$ cat src/rtl/serial_adder_nand_if.sv
// Handshake/result bundle for serial_adder_nand.
// SERIAL_ADDER_OVF_EN adds the signed-overflow flag.
interface serial_adder_nand_if #(
  parameter int WIDTH = 8
);
  logic             start;
  logic [WIDTH-1:0] a;
  logic [WIDTH-1:0] b;
  logic             cin;
  logic             busy;
  logic             done;
  logic [WIDTH-1:0] sum;
  logic             cout;
`ifdef SERIAL_ADDER_OVF_EN
  logic             ovf;

  modport master (
    output start, a, b, cin,
    input  busy, done, sum, cout, ovf
  );

  modport slave (
    input  start, a, b, cin,
    output busy, done, sum, cout, ovf
  );
`else
  modport master (
    output start, a, b, cin,
    input  busy, done, sum, cout
  );

  modport slave (
    input  start, a, b, cin,
    output busy, done, sum, cout
  );
`endif
endinterface

$ cat src/rtl/serial_adder_nand.sv
// Bit-serial LSB-first adder driving one NAND-only full adder cell.
// Define SERIAL_ADDER_OVF_EN to add the registered signed-overflow output.
module full_adder_nand (
  input  logic i_a,
  input  logic i_b,
  input  logic i_c,
  output logic o_s,
  output logic o_co
);
  logic w_n1, w_n2, w_n3, w_x;
  logic w_n4, w_n5, w_n6;

  assign w_n1 = ~(i_a & i_b);
  assign w_n2 = ~(i_a & w_n1);
  assign w_n3 = ~(i_b & w_n1);
  assign w_x  = ~(w_n2 & w_n3);
  assign w_n4 = ~(w_x & i_c);
  assign w_n5 = ~(w_x & w_n4);
  assign w_n6 = ~(i_c & w_n4);
  assign o_s  = ~(w_n5 & w_n6);
  assign o_co = ~(w_n1 & w_n4);
endmodule

module serial_adder_nand #(
  parameter int WIDTH = 8
) (
  input  logic               clk,
  input  logic               rst_n,
  serial_adder_nand_if.slave bus
);
  localparam int CW = (WIDTH > 2) ? $clog2(WIDTH) : 1;
  localparam int RW = WIDTH - 1;

  typedef enum logic [1:0] {
    S_IDLE = 2'd0,
    S_RUN  = 2'd1,
    S_DONE = 2'd2
  } state_t;

  state_t           r_state;
  state_t           w_next;
  logic [WIDTH-1:0] r_ra;
  logic [WIDTH-1:0] r_rb;
  logic [RW-1:0]    r_rs;
  logic             r_c;
  logic [CW-1:0]    r_cnt;
  logic [WIDTH-1:0] r_sum;
  logic             r_cout;
  logic             w_s;
  logic             w_co;
  logic             w_last;
  logic             w_load;
  logic [WIDTH-1:0] w_rs_next;

  full_adder_nand u_fa (
    .i_a  (r_ra[0]),
    .i_b  (r_rb[0]),
    .i_c  (r_c),
    .o_s  (w_s),
    .o_co (w_co)
  );

  assign w_last    = (r_cnt == CW'(WIDTH - 1));
  assign w_rs_next = {w_s, r_rs};
  assign w_load    = bus.start &&
                     (r_state == S_IDLE ||
                      r_state == S_DONE);

  always_ff @(posedge clk) begin
    if (!rst_n) r_state <= S_IDLE;
    else        r_state <= w_next;
  end

  always_comb begin
    w_next   = r_state;
    bus.busy = 1'b0;
    bus.done = 1'b0;
    unique case (r_state)
      S_IDLE: begin
        if (bus.start) w_next = S_RUN;
      end
      S_RUN: begin
        bus.busy = 1'b1;
        if (w_last) w_next = S_DONE;
      end
      S_DONE: begin
        bus.done = 1'b1;
        w_next   = bus.start ? S_RUN : S_IDLE;
      end
      default: w_next = S_IDLE;
    endcase
  end

  always_ff @(posedge clk) begin
    if (!rst_n) begin
      r_ra   <= '0;
      r_rb   <= '0;
      r_rs   <= '0;
      r_c    <= 1'b0;
      r_cnt  <= '0;
      r_sum  <= '0;
      r_cout <= 1'b0;
    end else if (w_load) begin
      r_ra  <= bus.a;
      r_rb  <= bus.b;
      r_c   <= bus.cin;
      r_cnt <= '0;
    end else if (r_state == S_RUN) begin
      r_ra <= r_ra >> 1;
      r_rb <= r_rb >> 1;
      r_rs <= RW'(w_rs_next >> 1);
      r_c  <= w_co;
      if (w_last) begin
        r_cnt  <= '0;
        r_sum  <= w_rs_next;
        r_cout <= w_co;
      end else begin
        r_cnt <= r_cnt + 1'b1;
      end
    end
  end

  assign bus.sum  = r_sum;
  assign bus.cout = r_cout;

`ifdef SERIAL_ADDER_OVF_EN
  logic r_ovf;

  // r_c is the carry into the MSB during the last RUN cycle
  always_ff @(posedge clk) begin
    if (!rst_n)
      r_ovf <= 1'b0;
    else if (!w_load && r_state == S_RUN && w_last)
      r_ovf <= r_c ^ w_co;
  end

  assign bus.ovf = r_ovf;
`endif
endmodule

$ cat src/flat_wrapper.sv
// flat-port wrapper written by rule: the top's interface ports become plain ports
module serial_adder_nand_flat 
#(
  parameter int WIDTH = 8
)
  (clk, rst_n, bus_start, bus_a, bus_b, bus_cin, bus_busy, bus_done, bus_sum, bus_cout);
  serial_adder_nand_if #(.WIDTH(WIDTH)) bus_i ();
  input  logic clk;
  input  logic rst_n;
  input wire logic [$bits(bus_i.start)-1:0] bus_start;
  input wire logic [$bits(bus_i.a)-1:0] bus_a;
  input wire logic [$bits(bus_i.b)-1:0] bus_b;
  input wire logic [$bits(bus_i.cin)-1:0] bus_cin;
  output wire logic [$bits(bus_i.busy)-1:0] bus_busy;
  output wire logic [$bits(bus_i.done)-1:0] bus_done;
  output wire logic [$bits(bus_i.sum)-1:0] bus_sum;
  output wire logic [$bits(bus_i.cout)-1:0] bus_cout;
  assign bus_i.start = bus_start;
  assign bus_i.a = bus_a;
  assign bus_i.b = bus_b;
  assign bus_i.cin = bus_cin;
  assign bus_busy = bus_i.busy;
  assign bus_done = bus_i.done;
  assign bus_sum = bus_i.sum;
  assign bus_cout = bus_i.cout;
  serial_adder_nand #(.WIDTH(WIDTH)) u_core (.clk(clk), .rst_n(rst_n), .bus(bus_i));
endmodule
$ cat config.mk
export PLATFORM = sky130hd
export DESIGN_NAME = serial_adder_nand_flat
export DESIGN_NICKNAME = d
export VERILOG_FILES = /design/src/rtl/serial_adder_nand_if.sv /design/src/rtl/serial_adder_nand.sv /design/src/flat_wrapper.sv
export SDC_FILE = /design/constraint.sdc
export NUM_CORES = 1
export LEC_CHECK = 0
export ABC_CLOCK_PERIOD_IN_PS = 1580
export BUFFER_PORTS_ARGS = -buffer_cell sky130_fd_sc_hd__buf_2
export CORE_UTILIZATION = 47
export CTS_CLUSTER_SIZE = 24
export DETAILED_ROUTE_END_ITERATION = 7
export PLACE_DENSITY = 0.82
export SETUP_SLACK_MARGIN = 0.4
export SKIP_CTS_REPAIR_TIMING = 1
export SLEW_MARGIN = 30
export SYNTH_ARGS = -nofsm -noshare
export SYNTH_HDL_FRONTEND = slang
export SYNTH_SLANG_ARGS = --single-unit
$ cat constraint.sdc
create_clock -name clk -period 1.58 [get_ports clk]
set_input_delay 0.079 -clock clk [delete_from_list [all_inputs] [get_ports clk]]
set_output_delay 0.079 -clock clk [all_outputs]
set_load 0.005 [all_outputs]
==> summary.md <==
| Metric | Value |
|---|---|
| Post-Route WL | `around 3.6 mm` |
| Post-layout net count | `about 240` |
| Share of layout cells above drive strength 1 | `between 30% and 40%` |
| Status | `completed` |
| Worst-Skew Late Latency | `0.34 ns` |
| Startpoint Class | `flop` |
| DRT Pass-1 Iters | `4` |
| Sequential share of power | `between 50% and 60%` |
| Min-delay worst type | `input port to flop` |
| Syn Area/Cell | `8.82 µm²` |
| Distinct cells, synth | `19` |
| DR vias | `~1400` |
| Reg clk slew, reported paths | `~0.11 ns` |
| #FFs+latches synth | `38` |
| Final hold viol count | `0` |
| Register area share after synthesis | `49.3%` |
| First-pass GRT wire length | `between 5 and 6 mm` |
| Clock root cell | `clkbuf_4` |
| Count of final setup violators | `0` |
| Critical-path top delay cell | `or3_1` |
| Internal power | `1.34 mW` |
| CP Data Required Time | `roughly 1.9 ns` |
| Clock power share | `around 29%` |
| Post-DRT Antenna Nets | `0` |
| Util after Layout | `roughly two thirds` |
| Post-Syn Nets | `slightly below 200` |
| Clk buf depth | `2` |
| Critical path origin | `u_core.r_state[1]` |
| Fill cells | `approximately 260` |
| Sw Pwr | `0.466 mW` |
| Placer Congestion | `between 0.7 and 0.8` |
| Design Power | `~1.8 mW` |
| PwrDens | `roughly 860 nW/µm²` |
| Max cap viols | `0` |
| Initial antenna violation count | `0` |
| Critical path class | `flop to flop` |
| Synth warn | `0` |
| H-tree depth | `2` |
| Fin Setup TNS | `0 ns` |
| Total grt overflow | `0` |
| Tmin final | `between 1 and 1.5 ns` |
| Crit path to | `u_core.r_cnt[0]` |
| Reg2reg path depth | `4` |
| CP Capture Type | `flop` |
| Final Max Slew Viols | `0` |
| Synth Instances | `about 180` |
| Starting Density | `50.2%` |
| Dpl hpwl | `2.07 mm` |
| Remaining DRCs | `0` |
| Sw frac | `between 20 and 30%` |
| WL per Instance | `between 10 and 15 µm` |
| CP arrival | `~1.5 ns` |
| Worst-path fanout max | `5` |
| Number of buffers added on ports | `30` |
| Rel. slew slack | `approximately 82%` |
| Top-Level Pins | `31` |
| Leak | `0.844 nW` |
| Syn-to-layout area delta | `36.1%` |
| Max incr delay on CP | `around 0.37 ns` |
| Die height | `slightly below 60 µm` |
| CTS tree | `built` |
| Vias in the first global route | `about 1200` |
| CP Cell Sequence | `nand2b_4, buf_4, or3_1, a21oi_2` |
| CTS buffer count | `5` |
| Initial drt markers | `86` |
| Post-Syn Area | `1540 µm²` |
| Die Area | `roughly 3500 µm²` |
| Post-Place Cells | `between 200 and 250` |
| Fmax | `819 MHz` |
| Vias/cell | `approximately 5.4` |
| Comb power frac | `14.6%` |
| Worst vdd ir | `roughly 0.00056 V` |
| Worst slew pin tran | `approximately 0.27 ns` |
| Largest net degree at the start of global routing | `34` |
| Row cnt | `20` |
| Period utilization | `approximately 77%` |
| R2R Path Start | `u_core.r_state[1]` |
| Core box area | `3080 µm²` |
| Total Routing Usage GR | `between 10% and 20%` |
| Unrepaired setup endpoints after global routing | `true` |
| Reg2reg setup slack | `about 0.36 ns` |
| Clk sink count | `38` |
| Antenna cell count | `0` |
| Non-filler instance count after layout | `roughly 260` |
| Worst r2r dst | `u_core.r_cnt[0]` |
| Clk_skew | `approximately 0.0086 ns` |
| Die Wd | `59.3 µm` |
## cells in the final DEF, fill, tap and decap left out, drive strengths merged, types with 3 or more instances in the layout
cell | netlist | final
buf | 8 | 44
a21oi | 3 | 3
dfxtp | 38 | 38
dlygate4sd3 | 0 | 6
a22oi | 15 | 15
a21boi | 22 | 22
o21ai | 3 | 3
nand3 | 37 | 37
nand2 | 28 | 28
clkbuf | 7 | 7
## per-stage QoR
step | hold slack [ns] | cell area, µm² | worst slack, ns
floorplan | 0.218 | 1580 | 0.399
global placement | 0.306 | 1780 | 0.198
detailed placement | 0.319 | 1780 | 0.128
CTS | -0.0582 | 1840 | -0.0389
global route | 0.00777 | 2100 | 0.314
finish | 0.0198 | 2100 | 0.359
## critical path: cells and delay by family, from the launching register on
family / cells / cell delay [ns]
AND/OR/NAND/NOR: 2 / 0.54
buffers and inverters: 1 / 0.16
AO/OA/AOI/OAI: 1 / 0.12
flip-flops: 1 / 0.34
## sequential cells by signal, indices dropped and copies added (netlist names)
signal,count
u_core.bus.cout,1
u_core.r_rb,8
u_core.bus.sum,8
u_core.r_state,2
u_core.r_ra,8
u_core.r_cnt,3
u_core.r_c,1
u_core.r_rs,7
## per-layer routing
metal	routed length, µm	track usage [%]	vias to the layer above
met4	39	7.14	0
met2	1930	31.1	39
met1	1500	23.3	669
met5	0	0	-
met3	158	6.99	4
li1	-	-	703
## cell usage after synthesis, drive strengths merged
cell type	count	area, µm²
dfxtp	38	761
o21ai	3	15.0
nor2b	2	12.5
fa	1	20.0
buf	8	42.5
a21boi	22	165
and3b	1	8.76
clkbuf	7	26.3
ha	2	25.0
a22oi	15	113
or3	1	6.26
nand3	37	185
nand2	28	105
nand2b	2	12.5
clkinv	1	3.75
nand3b	2	15.0
a21oi	3	15.0
and2	2	12.5
## logic make-up after synthesis
group,count (synthesis),share of synthesized area [%]
simple gates,75,23.2
compound gates,43,19.9
flops,38,49.3
buf+inv,16,4.70
fa+ha+maj,3,2.92
## area by class of cell
cell class	instances	area (µm²)	area share, %
Clock inverter	1	5.00	0.238
Tap cell	44	55.1	2.62
Multi-Input combinational cell	122	848	40.4
Clock buffer	7	55.1	2.62
Inverter	1	6.26	0.298
Timing Repair Buffer	50	363	17.3
Sequential cell	38	769	36.6
## power by group through the flow
stage | registers, mW | clock network, mW | logic [mW]
global placement | 1.04 | 0 | 0.188
floorplan | 1.03 | 0 | 0.125
CTS | 1.02 | 0.541 | 0.190
finish | 1.02 | 0.518 | 0.264
detailed placement | 1.04 | 0 | 0.190
global route | 1.03 | 0.598 | 0.285
## worst min-delay path by stage
stage | from | depth (start not counted) | slack (ns) | endpoint
after global routing | bus_a[4] | 3 | 0.008 | u_core.r_ra[4]
after floorplan | bus_a[7] | 2 | 0.22 | u_core.r_ra[7]
after detailed placement | bus_a[7] | 3 | 0.32 | u_core.r_ra[7]
after CTS | bus_b[7] | 3 | -0.06 | u_core.r_rb[7]
after global placement | bus_b[7] | 3 | 0.31 | u_core.r_rb[7]
final | bus_a[0] | 3 | 0.02 | u_core.r_ra[0]
(Power assumes the default switching activity.)
